**config.mk**
```make
export PLATFORM = sky130hd
export DESIGN_NAME = jtframe_credits_ctrl
export DESIGN_NICKNAME = d
export VERILOG_FILES = /design/src/rtl/jtframe_credits_pkg.sv /design/src/rtl/jtframe_credits_btn.sv /design/src/rtl/jtframe_credits_ctrl.sv
export SDC_FILE = /design/constraint.sdc
export NUM_CORES = 1
export LEC_CHECK = 0
export BUFFER_PORTS_ARGS = -buffer_cell sky130_fd_sc_hd__buf_2
export CAP_MARGIN = 5
export CORE_ASPECT_RATIO = 1.4
export CORE_UTILIZATION = 55
export CTS_CLUSTER_DIAMETER = 60
export DETAILED_ROUTE_END_ITERATION = 10
export PLACE_DENSITY = 0.72
export SKIP_LAST_GASP = 1
export SLEW_MARGIN = 20
export SYNTH_ARGS = -nofsm -noshare
export SYNTH_HDL_FRONTEND = slang
export SYNTH_HIERARCHICAL = 1
export SYNTH_SLANG_ARGS = --single-unit
```
**constraint.sdc**
```tcl
create_clock -name clk -period 3.4 [get_ports clk]
set_input_delay 0 -clock clk [delete_from_list [all_inputs] [get_ports clk]]
set_output_delay 0 -clock clk [all_outputs]
set_load 0.02 [all_outputs]
```
**src/rtl/jtframe_credits_pkg.sv**
```systemverilog
// Shared encodings and default frame counts for the credits overlay controller
// and the overlay instantiation that has to agree with it.
package jtframe_credits_pkg;

    typedef enum logic [1:0] {
        ST_IDLE   = 2'd0,
        ST_ARM    = 2'd1,
        ST_SHOW   = 2'd2,
        ST_HIDDEN = 2'd3
    } cred_st_t;

    localparam int unsigned TIMEOUT_FR_DEF = 1800;
    localparam int unsigned HOLD_FR_DEF    = 30;
    localparam int unsigned CNTW_DEF       = 12;

endpackage

```
**src/rtl/jtframe_credits_btn.sv**
```systemverilog
// Raw button conditioning: 2-flop synchroniser, frame-tick sampled debounce
// and a debounced rising-edge detector valid only in the tick cycle.
module jtframe_credits_btn (
    input  logic clk,
    input  logic rst,
    input  logic tick,
    input  logic btn,
    output logic level,
    output logic press
);

    logic s0, s1, smp, db;
    logic settle;

    always_ff @(posedge clk or posedge rst) begin
        if (rst) begin
            s0  <= 1'b0;
            s1  <= 1'b0;
            smp <= 1'b0;
            db  <= 1'b0;
        end else begin
            s0 <= btn;
            s1 <= s0;
            if (tick) begin
                smp <= s1;
                if (s1 == smp) db <= s1;
            end
        end
    end

    // level is the debounced value as it stands after this tick
    assign settle = tick && (s1 == smp);
    assign level  = settle ? s1 : db;
    assign press  = settle && s1 && !db;

endmodule

```
**src/rtl/jtframe_credits_ctrl.sv**
```systemverilog
// Drives enable/toggle/fast_scroll of the credits overlay from pause and two
// user buttons, keeping a mirror of the overlay's sticky hide flag.
module jtframe_credits_ctrl
    import jtframe_credits_pkg::*;
#(
    parameter logic        BLKPOL     = 1'b1,
    parameter int unsigned TIMEOUT_FR = TIMEOUT_FR_DEF,
    parameter int unsigned HOLD_FR    = HOLD_FR_DEF,
    parameter int unsigned CNTW       = CNTW_DEF
) (
    input  logic       clk,
    input  logic       rst,
    input  logic       VB,
    input  logic       pause,
    input  logic       btn_toggle,
    input  logic       btn_fast,
    output logic       enable,
    output logic       toggle,
    output logic       fast_scroll,
    output logic [1:0] st_dbg
);

    localparam logic [CNTW-1:0] FR_LAST   = (TIMEOUT_FR != 0) ? CNTW'(TIMEOUT_FR - 1) : '1;
    localparam logic [CNTW-1:0] HOLD_LAST = (HOLD_FR != 0) ? CNTW'(HOLD_FR - 1) : '0;

    cred_st_t        st;
    logic            vb, vb_d, tick;
    logic            tog_press, tog_lvl_unused;
    logic            fast_press, fast_lvl;
    logic            timeout;
    logic            hide_mirror;
    logic [1:0]      rs_cnt;
    logic [CNTW-1:0] frame_cnt, hold_cnt;

    assign vb      = BLKPOL ? VB : ~VB;
    assign tick    = vb && !vb_d;
    assign timeout = (TIMEOUT_FR != 0) && (frame_cnt == FR_LAST);
    assign st_dbg  = st;

    jtframe_credits_btn u_btn_toggle (
        .clk   ( clk            ),
        .rst   ( rst            ),
        .tick  ( tick           ),
        .btn   ( btn_toggle     ),
        .level ( tog_lvl_unused ),
        .press ( tog_press      )
    );

    jtframe_credits_btn u_btn_fast (
        .clk   ( clk        ),
        .rst   ( rst        ),
        .tick  ( tick       ),
        .btn   ( btn_fast   ),
        .level ( fast_lvl   ),
        .press ( fast_press )
    );

    always_ff @(posedge clk or posedge rst) begin
        if (rst) vb_d <= 1'b0;
        else     vb_d <= vb;
    end

    always_ff @(posedge clk or posedge rst) begin
        if (rst) begin
            st          <= ST_IDLE;
            enable      <= 1'b0;
            toggle      <= 1'b0;
            fast_scroll <= 1'b0;
            hide_mirror <= 1'b0;
            rs_cnt      <= '0;
            frame_cnt   <= '0;
            hold_cnt    <= '0;
        end else begin
            toggle <= 1'b0;
            if (!pause) begin
                // hide_mirror is kept: the overlay keeps its flag while disabled
                st          <= ST_IDLE;
                enable      <= 1'b0;
                fast_scroll <= 1'b0;
                rs_cnt      <= '0;
                frame_cnt   <= '0;
                hold_cnt    <= '0;
            end else begin
                unique case (st)
                    ST_IDLE: st <= ST_ARM;
                    ST_ARM: begin
                        if (tick) begin
                            st        <= ST_SHOW;
                            enable    <= 1'b1;
                            frame_cnt <= '0;
                            hold_cnt  <= '0;
                            if (hide_mirror) rs_cnt <= 2'd2;
                        end
                    end
                    ST_SHOW: begin
                        if (rs_cnt != 2'd0) begin
                            rs_cnt <= rs_cnt - 2'd1;
                            if (rs_cnt == 2'd1) begin
                                toggle      <= 1'b1;
                                hide_mirror <= 1'b0;
                            end
                        end
                        if (tick) begin
                            if (tog_press || timeout) begin
                                st          <= ST_HIDDEN;
                                fast_scroll <= 1'b0;
                                hold_cnt    <= '0;
                                frame_cnt   <= '0;
                                hide_mirror <= 1'b1;
                                // a hide request during a pending resync just drops
                                // the resync: the overlay is still hidden
                                if (rs_cnt != 2'd0) begin
                                    rs_cnt <= '0;
                                    toggle <= 1'b0;
                                end else begin
                                    toggle <= 1'b1;
                                end
                            end else begin
                                if (fast_press)            frame_cnt <= '0;
                                else if (frame_cnt != FR_LAST) frame_cnt <= frame_cnt + 1'b1;
                                if (fast_lvl) begin
                                    if (hold_cnt != HOLD_LAST) hold_cnt <= hold_cnt + 1'b1;
                                    fast_scroll <= (hold_cnt >= HOLD_LAST);
                                end else begin
                                    hold_cnt    <= '0;
                                    fast_scroll <= 1'b0;
                                end
                            end
                        end
                    end
                    ST_HIDDEN: begin
                        fast_scroll <= 1'b0;
                        hold_cnt    <= '0;
                        if (tick && tog_press) begin
                            st          <= ST_SHOW;
                            toggle      <= 1'b1;
                            hide_mirror <= 1'b0;
                            frame_cnt   <= '0;
                        end
                    end
                endcase
            end
        end
    end

endmodule

```
==> impl_results.md, run 1 <==
- Synth-to-layout area growth: 7.60%
- IO buf count: 10
- Critical path buffers and inverters: 1
- DR pass1 iterations: 5
- Number of CTS-inserted buffers: 5
- Final Cycle Share: 77.8%
- Layout cells sized above 1: 14.1%
- Area of the multi-input gates: 1330 um^2
- Nets: 282
- Post-DP HPWL: 3700 um
- Non-filler cells, final: 329
- Max_slew headroom: 55.0%
- Int Pwr: 808 uW
- Synth cell count leaders: 41 x dfrtp_1, 30 x nand3_1, 15 x nor2_1, 14 x inv_1, 11 x nand2_1
- Final slew viol count: 0
- Cell family with the largest share of critical-path delay: simple AND/OR/NAND/NOR gates
- R2R cell count: 8
- CP Class: reg -> reg
- Switching Share: 37.0%
- Critical path peak fanout: 15
- Net Sw Power: 474 uW
- DR vias: 2050
- Register area: 1030 um^2
- CP max stage cell: nor3_1
- Outcome: complete, no violations
- Wire per inst: 16.3 um
- Unique masters post-synth: 57
- Clock power share: 24.5%
- Vias per cell: 6.23
- Yosys reg bits: 41
- Element type at the critical path start: flop
- Pleak: 1.20 nW
- Maximum clock frequency: 378 MHz
- Ranking of synthesized cells by area: dfrtp_1 41%, nand3_1 6.0%, ha_1 4.0%, a22o_1 3.5%, and3_1 2.5%
- Fillers: 383
- Largest net degree at the start of global routing: 34
- Worst stage delay on the critical path: 0.41 ns
- Remaining antenna violation count after routing: 0
- Clock-pin slew on the worst setup and hold paths: 0.08 ns
- Core Region: 4270 um^2
- Maximum vdd drop: 0.000301 V
- Die Width: 58.8 um
- Synth area leader: dfrtp_1
- Starting Density: 58.2%
- PwrDens: 480 nW/um^2
- CTS tree: built
- Top cell type's share of synthesized area: 41.3%
- Count leader, synth: dfrtp_1
- Comb pwr share: 32.6%
- CP endpoint kind: flop
- Final hold vios: 0
- Crit path time final: 2.65 ns
- First-pass GRT wire length: 8990 um
- Setup TNS Final: 0 ns
- Post-synthesis sequential area ratio: 41.3%
- CTS Sinks: 41
- RSZ-0062 raised after global routing: false
- RePlAce Congestion: 0.928
- Total gr overflow: 0
- Worst Max-Slew Pin Slew: 0.675 ns
- Initial antenna violation count: 0
- Die extent in y: 81.6 um
- I/O pin cnt: 11
- Dominant synthesized flop cell: dfrtp_1
- Ys Warns: 6
- Number of synthesized flops with an enable pin: 0
- CTS H-tree depth: 2
- Post-Syn Area: 2490 um^2
- Clk buf depth: 2
- Critical Path Stages: 8
- Arrival @ worst endpoint: 2.88 ns
- Synthesized area per cell: 9.67 um^2
- Worst Skew: 0.00536 ns
- Die Area: 4800 um^2
- Placed insts: 317
- Post-CTS Resized: 0
- Drt drc: 0
- Syn nets: 271
- Initial DRC count: 152
- Clk root buf: clkbuf_8
- Tot GR Track Use: 24.7%
- DRT Wirelength: 5360 um
- Post-Syn Instances: 257
- Placement row count: 28
- ANT cells: 0
- Hold Crit Class: in -> async
- Vias in the first global route: 1883
- Cells along the critical path: nand2b_1, inv_2, nand2_1, nor3_1, nand4b_2, and2_0, a21oi_2, mux2_2
- Critical Path RT: 3.64 ns
- Post-CTS Setup Inserts: 0
- Endpoints failing setup: 0
- Skew-Pair Late Insertion Delay: 0.29 ns
- Max_cap viols: 0
- Async set or reset register ratio after synthesis: 100%
- Register share of total power: 42.9%
[state kept, by name, summed over array words and instances, names as in the netlist]
register / cells
fast_scroll: 1
u_btn_fast/smp: 1
u_btn_toggle/smp: 1
u_btn_fast/db: 1
u_btn_fast/s1: 1
u_btn_toggle/db: 1
u_btn_toggle/s0: 1
frame_cnt: 12
hold_cnt: 12
vb_d: 1
u_btn_fast/s0: 1
rs_cnt: 2
hide_mirror: 1
st_dbg: 2
toggle: 1
u_btn_toggle/s1: 1
enable: 1
[per-layer routing]
| layer | GRT usage [%] | vias up | wire length (um) |
|---|---|---|---|
| met4 | 5.24 | 0 | 29 |
| li1 | - | 1004 | - |
| met2 | 45.2 | 37 | 2780 |
| met1 | 30.0 | 1005 | 2380 |
| met3 | 4.25 | 4 | 175 |
| met5 | 0 | - | 0 |
[cell families (layout without fill, tap and decap cells)]
| kind of cell | count (synthesis) | in the layout | share of synthesized area (%) |
|---|---|---|---|
| flops | 41 | 41 | 41.3 |
| buf+inv | 27 | 39 | 5.38 |
| compound gates | 62 | 62 | 19.5 |
| mux | 7 | 7 | 3.32 |
| fa+ha+maj | 8 | 8 | 4.03 |
| simple gates | 112 | 112 | 26.5 |
[cell usage in the layout (no fill, tap or decap), types with 3 or more instances in the layout]
master / n
or4_1: 7
clkbuf_8: 5
nand2_1: 11
nand2b_1: 5
a22o_1: 10
nand4_1: 9
dfrtp_1: 41
o21ai_0: 6
o22ai_1: 6
a311oi_1: 3
nor3_1: 5
inv_1: 14
and3_1: 10
a221o_1: 4
or2_2: 3
buf_2: 10
mux2i_1: 3
nor4_1: 3
dlygate4sd3_1: 4
nor2_1: 15
a21oi_1: 5
a31oi_1: 3
nand3_1: 30
ha_1: 8
o2bb2ai_1: 3
[worst paths after layout]
check / startpoint / to / slack, ns
worst min-delay path: rst / u_btn_fast/db$_DFFE_PP0N_ / 0.15
worst max-delay path: vb_d$_DFF_PP0_ / frame_cnt[0]$_DFFE_PP0P_ / 0.75
min in group clk: pause / st_dbg[1]$_DFFE_PP0P_ / 0.15
worst min register to register: u_btn_toggle/s0$_DFF_PP0_ / u_btn_toggle/s1$_DFF_PP0_ / 0.36
worst max register to register: vb_d$_DFF_PP0_ / frame_cnt[0]$_DFFE_PP0P_ / 0.75
max in group asynchronous: rst / fast_scroll$_DFFE_PP0P_ / 2.71
[stage by stage]
step / util [%] / total power [mW] / cell area (um^2) / hold slack, ns / setup slack [ns]
global route: 62.6 / 1.35 / 2680 / 0.181 / 0.488
finish: 62.6 / 1.28 / 2680 / 0.149 / 0.754
global placement: 59.6 / 0.965 / 2550 / -0.0996 / 0.859
CTS: 62.6 / 1.29 / 2680 / 0.137 / 0.747
detailed placement: 59.6 / 0.969 / 2550 / -0.0979 / 0.756
floorplan: - / 0.877 / 2490 / -0.234 / 1.14
[repair_timing]
action                     CTS  global route
hold buffers                 4             0
setup endpoints to repair    0             0
hold endpoints to repair    44             0
[worst register-to-register path, delay by kind of cell, from the launching register on]
family | cells | cell delay [ns]
AO/OA/AOI/OAI | 1 | 0.41
buffers and inverters | 1 | 0.26
flip-flops | 1 | 0.37
multiplexers | 1 | 0.23
AND/OR/NAND/NOR | 5 | 1.33
[layout make-up]
class	count	share of cell area, %
Timing Repair Buffer	16	3.93
Multi-Input combinational cell	189	49.6
Clock buffer	5	2.57
Clock inverter	3	0.655
Sequential cell	41	38.4
Inverter	15	2.10
Tap cell	60	2.81
[power groups by stage]
stage	Sequential, mW	Combinational [mW]	Clock (mW)
2_1_floorplan	0.565	0.312	0
3_3_place_gp	0.559	0.405	0
3_5_place_dp	0.560	0.409	0
4_1_cts	0.550	0.415	0.326
5_1_grt	0.557	0.454	0.343
6_report	0.551	0.418	0.314
Note: power is estimated with default switching activity, not from simulation.
==> run 2: changes to the inputs <==
PLACE_DENSITY = 0.75   (was 0.72)
clock period = 2.3 ns   (was 3.4 ns; I/O delays follow)
==> run 2 against run 1 <==
Effect of this change: flip-flop and latch count is the same; non-clock buffer count is 8 higher; clock-buffer cell count increased by 1; hold slack about the same; design area increased by 2.7%; sequential power is 48% higher; routed wire length grew 0.21%; clock skew up 0.00050 ns; critical path type unchanged; highest routed layer unchanged.
==> impl_results.md, run 2 (synthesized netlist as in run 1, its figures left out) <==
- Arrival @ worst endpoint: 2.37 ns (was 2.88 ns)
- Element type at the critical path start: flop (unchanged)
- Clk buf depth: 2 (unchanged)
- IO buf count: 10 (unchanged)
- Die Width: 58.8 um (unchanged)
- PwrDens: 715 nW/um^2 (was 480 nW/um^2)
- Final slew viol count: 0 (unchanged)
- Setup TNS Final: 0 ns (unchanged)
- Synth-to-layout area growth: 10.5% (was 7.60%)
- Vias per cell: 6.29 (was 6.23)
- Initial antenna violation count: 0 (unchanged)
- ANT cells: 0 (unchanged)
- Hold Path Sink: hold_cnt[8]$_DFFE_PP0P_
- Critical Path RT: 2.54 ns (was 3.64 ns)
- Endpoints failing setup: 0 (unchanged)
- Post-CTS Setup Inserts: 0 (unchanged)
- FF-to-FF End: hold_cnt[10]$_DFFE_PP0P_ (was frame_cnt[0]$_DFFE_PP0P_)
- Placed inst area: 2610 um^2 (was 2550 um^2)
- Critical Path Start: vb_d$_DFF_PP0_ (unchanged)
- Initial DRC count: 112 (was 152)
- DR pass1 iterations: 4 (was 5)
- CTS Sinks: 41 (unchanged)
- Critical path peak fanout: 10 (was 15)
- Max_slew headroom: 58.2% (was 55.0%)
- Worst Skew: 0.00586 ns (was 0.00536 ns)
- Core Region: 4270 um^2 (unchanged)
- Max_cap viols: 0 (unchanged)
- Worst Max-Slew Pin Slew: 0.628 ns (was 0.675 ns)
- Reg2reg start: vb_d$_DFF_PP0_ (unchanged)
- Placement row count: 28 (unchanged)
- Maximum vdd drop: 0.000423 V (was 0.000301 V)
- RSZ-0062 raised after global routing: false (unchanged)
- Total gr overflow: 0 (unchanged)
- Final Power: 1.96 mW (was 1.28 mW)
- Maximum clock frequency: 469 MHz (was 378 MHz)
- Largest regs: frame_cnt: 12 flops, hold_cnt: 12 flops (unchanged)
- HP Start: pause
- Final Cycle Share: 92.7% (was 77.8%)
- Outcome: complete, no violations (unchanged)
- Post-DP HPWL: 3830 um (was 3700 um)
- Starting Density: 58.2% (unchanged)
- Tot GR Track Use: 25.3% (was 24.7%)
- Final hold vios: 0 (unchanged)
- Nets: 290 (was 282)
- Commonest non-fill, non-tap cells in the layout: 41 x dfrtp_1, 30 x nand3_1, 15 x nor2_1, 14 x inv_1, 11 x nand2_1 (unchanged)
- Most common cell after layout, fill and taps aside: dfrtp_1 (unchanged)
- CP endpoint kind: flop (unchanged)
- CTS H-tree depth: 2 (unchanged)
- CP Class: reg -> reg (unchanged)
- RePlAce Congestion: 0.804 (was 0.928)
- Pleak: 1.25 nW (was 1.20 nW)
- CTS tree: built (unchanged)
- Design Area, Final: 2750 um^2 (was 2680 um^2)
- Largest net degree at the start of global routing: 34 (unchanged)
- R2r setup slk: 0.17 ns (was 0.75 ns)
- Skew-Pair Late Insertion Delay: 0.30 ns (was 0.29 ns)
- Drt drc: 0 (unchanged)
- DRT Wirelength: 5380 um (was 5360 um)
- Crit path time final: 2.13 ns (was 2.65 ns)
- Vias in the first global route: 1988 (was 1883)
- I/O pin cnt: 11 (unchanged)
- Die Area: 4800 um^2 (unchanged)
- Number of CTS-inserted buffers: 5 (unchanged)
- Hold Crit Class: in -> reg (was in -> async)
- Remaining antenna violation count after routing: 0 (unchanged)
- DR vias: 2119 (was 2050)
- Clk root buf: clkbuf_8 (unchanged)
- Wire per inst: 15.9 um (was 16.3 um)
- Clock-pin slew on the worst setup and hold paths: 0.08 ns (about the same)
- Hold path cells: 3
- R2R cell count: 8 (unchanged)
- First-pass GRT wire length: 9180 um (was 8990 um)
- Layout cells sized above 1: 16.6% (was 14.1%)
- Die extent in y: 81.6 um (unchanged)
run 2: where the power goes:
part	switching [mW]	internal, mW
Combinational	0.392	0.256
Sequential	0.0500	0.766
Clock	0.256	0.243
Total	0.698	1.26
run 2: layout make-up:
cell class,count,area (um^2)
fill,365,1530
inverter,15,56.3
multi-input combinational,189,1330
timing repair buffer,24,165
sequential,41,1030
clock buffer,6,82.6
clock inverter,2,13.8
tap,60,75.1
run 2: through the flow:
stage / util, % / cells / hold slack [ns] / worst slack, ns
4_1_cts: 64.2 / 337 / 0.142 / 0.122
5_1_grt: 64.3 / 337 / 0.162 / 0.0186
6_report: 64.3 / 337 / 0.148 / 0.167
2_1_floorplan: - / 257 / -0.234 / 0.0386
3_5_place_dp: 61.0 / 325 / -0.0922 / 0.154
3_3_place_gp: 61.0 / 325 / -0.102 / 0.185
run 2: what timing repair did:
action | in CTS | in global routing
resized for setup | 0 | 2
setup endpoints to repair | 0 | 9
hold buffers | 4 | 0
hold endpoints to repair | 44 | 0
run 2: routing by layer:
layer | global-route usage, % | routed length [um]
met1 | 30.7 | 2290
met2 | 44.1 | 2830
met3 | 5.20 | 171
met4 | 8.81 | 82
met5 | 0 | 0
run 2: worst max-delay path by stage:
stage | cells past startpoint | slack (ns) | end
floorplan | 10 | 0.04 | frame_cnt[9]$_DFFE_PP0P_
global placement | 9 | 0.19 | frame_cnt[7]$_DFFE_PP0P_
detailed placement | 9 | 0.15 | frame_cnt[0]$_DFFE_PP0P_
CTS | 9 | 0.12 | frame_cnt[0]$_DFFE_PP0P_
global route | 9 | 0.02 | frame_cnt[0]$_DFFE_PP0P_
finish | 8 | 0.17 | hold_cnt[10]$_DFFE_PP0P_
run 2: critical path, cell delays in order (launching register included):
cell and delay, ns:
dfrtp_1 0.38, nand2b_1 0.16, inv_2 0.15, a21oi_1 0.09
o2bb2ai_1 0.16, nand4b_1 0.16, a31o_1 0.34, or4_1 0.54
nand3_1 0.10
